===== src/rtl/nn_spike_scheduler.sv =====
// Round-robin event scheduler: two valid/ready requesters feed a FIFO that is played
// out on syn_addr/syn_en with a fixed strobe width and guard gap. Option: NN_SCHED_STATS_EN.
module nn_spike_scheduler #(
    parameter int unsigned ID_W        = 8,
    parameter int unsigned DEPTH       = 8,
    parameter int unsigned HOLD_CYCLES = 4,
    parameter int unsigned GAP_CYCLES  = 2
) (
    input  logic                     wb_clk_i,
    input  logic                     wb_rst_i,
    input  logic                     a_valid,
    input  logic [ID_W-1:0]          a_id,
    output logic                     a_ready,
    input  logic                     b_valid,
    input  logic [ID_W-1:0]          b_id,
    output logic                     b_ready,
    input  logic                     sched_en,
    input  logic                     flush,
    output logic [ID_W-1:0]          syn_addr,
    output logic                     syn_en,
    output logic                     busy,
    output logic [$clog2(DEPTH):0]   level
`ifdef NN_SCHED_STATS_EN
    ,
    output logic [15:0]              evt_count,
    output logic [15:0]              drop_stall
`endif
);

    localparam int unsigned PW        = $clog2(DEPTH);
    localparam int unsigned LW        = PW + 1;
    localparam int unsigned CNT_MAX   = (HOLD_CYCLES > GAP_CYCLES) ? HOLD_CYCLES : GAP_CYCLES;
    localparam int unsigned CW        = $clog2(CNT_MAX + 1);
    localparam logic [CW-1:0] HOLD_LOAD = CW'(HOLD_CYCLES - 1);
    localparam logic [CW-1:0] GAP_LOAD  = CW'((GAP_CYCLES > 0) ? (GAP_CYCLES - 1) : 0);

    typedef enum logic [1:0] {IDLE, DRIVE, GAP} state_t;

    state_t          state;
    logic [CW-1:0]   cnt;
    logic [ID_W-1:0] mem [DEPTH];
    logic [PW-1:0]   wr_ptr;
    logic [PW-1:0]   rd_ptr;
    logic            last_grant_b;
    logic            full_c;
    logic            empty_c;
    logic            grant_a_c;
    logic            grant_b_c;
    logic            push_c;
    logic            pop_c;
    logic [ID_W-1:0] push_id_c;

    assign full_c    = (level == LW'(DEPTH));
    assign empty_c   = (level == '0);
    assign push_c    = grant_a_c | grant_b_c;
    assign push_id_c = grant_a_c ? a_id : b_id;
    // flush suppresses the pop, so no new event starts in a flush cycle
    assign pop_c     = (state == IDLE) && sched_en && !empty_c && !flush;
    assign a_ready   = grant_a_c;
    assign b_ready   = grant_b_c;
    assign busy      = (state != IDLE) || !empty_c;

    // Round-robin arbiter: on contention the requester not granted last time wins
    always_comb begin
        grant_a_c = 1'b0;
        grant_b_c = 1'b0;
        if (!full_c && !flush) begin
            if (a_valid && b_valid) begin
                grant_a_c = last_grant_b;
                grant_b_c = !last_grant_b;
            end else begin
                grant_a_c = a_valid;
                grant_b_c = b_valid;
            end
        end
    end

    always_ff @(posedge wb_clk_i) begin
        if (push_c) begin
            mem[wr_ptr] <= push_id_c;
        end
    end

    // Pointers, occupancy and arbitration history
    always_ff @(posedge wb_clk_i or posedge wb_rst_i) begin
        if (wb_rst_i) begin
            wr_ptr       <= '0;
            rd_ptr       <= '0;
            level        <= '0;
            last_grant_b <= 1'b1;
        end else begin
            if (grant_a_c) begin
                last_grant_b <= 1'b0;
            end else if (grant_b_c) begin
                last_grant_b <= 1'b1;
            end
            if (flush) begin
                wr_ptr <= '0;
                rd_ptr <= '0;
                level  <= '0;
            end else begin
                if (push_c) begin
                    wr_ptr <= wr_ptr + PW'(1);
                end
                if (pop_c) begin
                    rd_ptr <= rd_ptr + PW'(1);
                end
                level <= level + LW'(push_c) - LW'(pop_c);
            end
        end
    end

    // Playout FSM: IDLE -> DRIVE (HOLD_CYCLES) -> GAP (GAP_CYCLES) -> IDLE
    always_ff @(posedge wb_clk_i or posedge wb_rst_i) begin
        if (wb_rst_i) begin
            state    <= IDLE;
            cnt      <= '0;
            syn_en   <= 1'b0;
            syn_addr <= '0;
        end else begin
            case (state)
                IDLE: begin
                    if (pop_c) begin
                        syn_addr <= mem[rd_ptr];
                        syn_en   <= 1'b1;
                        cnt      <= HOLD_LOAD;
                        state    <= DRIVE;
                    end
                end
                DRIVE: begin
                    if (cnt == '0) begin
                        syn_en <= 1'b0;
                        if (GAP_CYCLES > 0) begin
                            cnt   <= GAP_LOAD;
                            state <= GAP;
                        end else begin
                            state <= IDLE;
                        end
                    end else begin
                        cnt <= cnt - CW'(1);
                    end
                end
                GAP: begin
                    if (cnt == '0) begin
                        state <= IDLE;
                    end else begin
                        cnt <= cnt - CW'(1);
                    end
                end
                default: begin
                    state  <= IDLE;
                    syn_en <= 1'b0;
                end
            endcase
        end
    end

`ifdef NN_SCHED_STATS_EN
    // Saturating event and full-stall counters
    always_ff @(posedge wb_clk_i or posedge wb_rst_i) begin
        if (wb_rst_i) begin
            evt_count  <= '0;
            drop_stall <= '0;
        end else if (flush) begin
            evt_count  <= '0;
            drop_stall <= '0;
        end else begin
            if (pop_c && (evt_count != 16'hFFFF)) begin
                evt_count <= evt_count + 16'd1;
            end
            if ((a_valid || b_valid) && full_c && (drop_stall != 16'hFFFF)) begin
                drop_stall <= drop_stall + 16'd1;
            end
        end
    end
`endif

endmodule


===== config.mk =====
export PLATFORM = sky130hd
export DESIGN_NAME = nn_spike_scheduler
export DESIGN_NICKNAME = d
export VERILOG_FILES = /design/src/rtl/nn_spike_scheduler.sv
export SDC_FILE = /design/constraint.sdc
export NUM_CORES = 1
export LEC_CHECK = 0
export ABC_AREA = 1
export CAP_MARGIN = 10
export CORE_ASPECT_RATIO = 0.75
export CORE_MARGIN = 2
export CORE_UTILIZATION = 55
export DETAILED_ROUTE_END_ITERATION = 8
export GPL_TIMING_DRIVEN = 0
export PLACE_DENSITY = 0.81
export REMOVE_ABC_BUFFERS = 1
export SYNTH_ARGS = -nofsm -noshare
export SYNTH_HDL_FRONTEND = slang
export SYNTH_SLANG_ARGS = --single-unit
export TNS_END_PERCENT = 1

===== constraint.sdc =====
create_clock -name wb_clk_i -period 6.7 [get_ports wb_clk_i]
set_clock_uncertainty 0.15 [all_clocks]
set_input_delay 0.67 -clock wb_clk_i [delete_from_list [all_inputs] [get_ports wb_clk_i]]
set_output_delay 0.67 -clock wb_clk_i [all_outputs]
set_load 0.05 [all_outputs]

==> reports/results.ini <==
[clock_tree]
h_tree_levels = 3
postCtsSetupRepairBufs = 0
sinks_on_the_clock_net = 89
cts-root-buf = sky130_fd_sc_hd__clkbuf_8
path_clk_slew_ps = 90
cts-buffers-inserted = 9
hold_buffers = 0
worst_skew_pair_latency_ps = 370
cts_tree = done
cts.repair.resized = 0
cts.path.max_buffers = 2

[drt]
detail_route.vias_per_cell = 5.09
drc_errors = 0
drtPass1Iterations = 5
wl_um = 8240
drt_wl_cell_um = 13.8
route.antenna.remaining_nets = 0
vias = 3051
drt_iter0_markers = 209

[outcome]
outcome = finished clean

[worst_hold_path]
hold_path_depth = 2
worstHoldPathType = reg -> reg
hold_end = syn_en
min_from = syn_en

[pwr]
pleak_nw = 2.26
max-vdd-ir-drop_mv = 0.186
p_per_area_mw_per_mm2 = 377

[timing]
final-hold-violation-count = 0
fin_tns_setup_ps = 0
worst_hold_slack_ps = 323
timing_max_transition_violations_final = 0
finalCriticalPeriod_ps = 3430
rsz0062_at_grt = no
fin_crit_sh_pct = 51.3
max_freq_ghz = 0.291
timing_worst_slew_pin_value_ps = 1120
finalSetupViolCount = 0
slew_headroom_pct = 25.6

[critical_path]
critPathBufInv = 3
worst_path_largest_cell_delay_ps = 830
crit_fanout = 10
path_cells = clkdlybuf4s50_1 -> a21oi_2 -> nand2_2 -> inv_2 -> clkdlybuf4s50_1
timing.setup.critical_path_class = in -> out
crit_required_ps = 5880
r2r-start = state[0]
timing.critical_path.from_type = primary input
critical_path.endpoint_type = output port
worst_path_max_delay_cell = sky130_fd_sc_hd__clkdlybuf4s50_1
reg2reg_to = level[2]
critical_path_arrival_ps = 2610
crit_path_frequent_cell = sky130_fd_sc_hd__clkdlybuf4s50_1
reg2reg_slack_ps = 3990
cp_top_family = buffers and inverters
r2r_cells = 12

[layout]
layout.nets = 531
mostFrequentLayoutCell = sky130_fd_sc_hd__nand2_1
drive_gt1_share_pct = 7.63
final-instance-count-excl-fill = 599
layout_common_cells = sky130_fd_sc_hd__nand2_1 (161), sky130_fd_sc_hd__inv_1 (71), sky130_fd_sc_hd__edfxtp_1 (64), sky130_fd_sc_hd__nand3_1 (55), sky130_fd_sc_hd__clkdlybuf4s50_1 (37)
fillCellCount = 574
area_delta_synth_final_pct = 13.8
antenna-diode-count = 0

[die]
floorplan.initialDensity_pct = 57.9
floorplan.core_area_mm2 = 0.00747
design.die.area_mm2 = 0.00859
fp.dieW_um = 106
fp-row-count = 27
die-height_um = 80.8
design.portCount = 38

[synth]
netlist_instances = 457
postSynthRegisterBits = 89
synth-compound-area-share_pct = 1.65
simple_logic_cell_fraction_of_the_synthesized_area_pct = 25.1
post_synth_xor_area_fraction_pct = 0.608
syn-mean-instance-area_um2 = 9.45
synth_adder_area_share_pct = 4.81
synth_top_cell_area_share_pct = 44.5
yosysTopAreaCell = sky130_fd_sc_hd__edfxtp_1
syn_area_mm2 = 0.00432
yosys_warnings = 0
post_synth_num_cell_types = 30
ys_top_cells_by_area = sky130_fd_sc_hd__edfxtp_1 (44%), sky130_fd_sc_hd__nand2_1 (14%), sky130_fd_sc_hd__dfrtp_1 (14%)
synth_top_family_by_area = simple AND/OR/NAND/NOR gates
synth_seq_area_share_pct = 59.0
synth.mux.area_fraction_pct = 0

[global_routing]
grt_pass1_vias = 2883
wire_length_of_the_first_global_routing_pass_um = 13400
grt_start_max_net_pins = 35
grtUsageTotal_pct = 20.6
global_route.overflow_total = 0
number_of_antenna_violations_at_the_first_check_in_global_routing = 0

[place]
dp_hpwl_um = 5670
globalplace.congestion = 0.843
number_of_buffers_inserted_by_port_buffering = 37
dp_cells = 583

[run]
max-cap-violations = 0

-- cell families (layout without fill, tap and decap cells) --
| family | Yosys count | count (layout) |
|---|---|---|
| flops | 89 | 89 |
| compound gates | 12 | 12 |
| xor+xnor | 3 | 3 |
| simple gates | 247 | 247 |
| fa+ha+maj | 16 | 16 |
| buf+inv | 90 | 131 |
-- state kept, by name (all words and copies together), names as in the netlist --
| register | count |
|---|---|
| rd_ptr | 3 |
| syn_en | 1 |
| wr_ptr | 3 |
| mem | 64 |
| state | 2 |
| level | 4 |
| last_grant_b | 1 |
| syn_addr | 8 |
| cnt | 3 |
-- area by class of cell --
cell class | instances | area [µm²] | share of cell area (%)
clock inverter | 6 | 57.6 | 1.17
timing repair buffer | 37 | 370 | 7.54
multi-input combinational | 278 | 1390 | 28.2
clock buffer | 10 | 128 | 2.60
tap | 101 | 126 | 2.57
sequential | 89 | 2550 | 51.9
inverter | 78 | 297 | 6.03
-- worst min-delay path, delay by kind of cell, from the launching register on --
kind	cells	cell delay, ps
flip-flops	1	350
AND/OR/NAND/NOR	2	90
-- power by group --
group | switching, W | total, W | internal [W]
clock network | 0.000203 | 0.000348 | 0.000145
logic | 0.000484 | 0.000724 | 0.000240
registers | 0.0000750 | 0.000779 | 0.000704
total | 0.000762 | 0.00185 | 0.00109
-- how the worst max path moves through the flow --
| stage | startpoint | end | slack (ps) | depth (start not counted) |
|---|---|---|---|---|
| 2_1_floorplan | level[2] | level[2] | 4070 | 10 |
| 3_3_place_gp | flush | a_ready | 3270 | 5 |
| 3_5_place_dp | flush | a_ready | 3250 | 5 |
| 4_1_cts | flush | a_ready | 3240 | 5 |
| 5_1_grt | flush | a_ready | 3150 | 5 |
| 6_report | flush | a_ready | 3270 | 5 |
-- stage by stage --
stage | util [%] | setup slack (ps) | area [µm²] | power [W]
floorplan | - | 4070 | 4230 | 0.00130
global placement | 63.3 | 3270 | 4730 | 0.00148
detailed placement | 63.3 | 3250 | 4730 | 0.00151
CTS | 65.8 | 3240 | 4910 | 0.00186
global route | 65.8 | 3150 | 4910 | 0.00198
finish | 65.8 | 3270 | 4910 | 0.00185
-- routing by layer --
layer	vias to the layer above	track usage (%)	routed length [µm]
met1	1398	27.3	3560
met3	12	4.82	616
met2	118	34.3	3930
met5	-	0	0
li1	1523	-	-
met4	0	6.71	132
-- cells in the mapped netlist --
library cell / instances
sky130_fd_sc_hd__ha_1: 15
sky130_fd_sc_hd__inv_1: 71
sky130_fd_sc_hd__inv_4: 1
sky130_fd_sc_hd__dfrtp_1: 24
sky130_fd_sc_hd__dfstp_2: 1
sky130_fd_sc_hd__xor2_1: 2
sky130_fd_sc_hd__nor2_1: 15
sky130_fd_sc_hd__o21ai_0: 5
sky130_fd_sc_hd__xnor2_1: 1
sky130_fd_sc_hd__nand3_4: 1
sky130_fd_sc_hd__buf_4: 5
sky130_fd_sc_hd__o21ai_1: 1
sky130_fd_sc_hd__buf_12: 1
sky130_fd_sc_hd__a21boi_1: 2
sky130_fd_sc_hd__o21bai_1: 1
sky130_fd_sc_hd__fa_1: 1
sky130_fd_sc_hd__nand2_1: 161
sky130_fd_sc_hd__clkinv_1: 1
sky130_fd_sc_hd__buf_2: 6
sky130_fd_sc_hd__nand3_2: 8
sky130_fd_sc_hd__and2_1: 1
sky130_fd_sc_hd__clkinv_2: 1
sky130_fd_sc_hd__nand3_1: 55
sky130_fd_sc_hd__a21oi_1: 2
sky130_fd_sc_hd__inv_2: 4
sky130_fd_sc_hd__nand2_2: 4
sky130_fd_sc_hd__edfxtp_1: 64
sky130_fd_sc_hd__a21oi_2: 1
sky130_fd_sc_hd__nor2_2: 1
sky130_fd_sc_hd__nand2_4: 1
(Power assumes the default switching activity.)
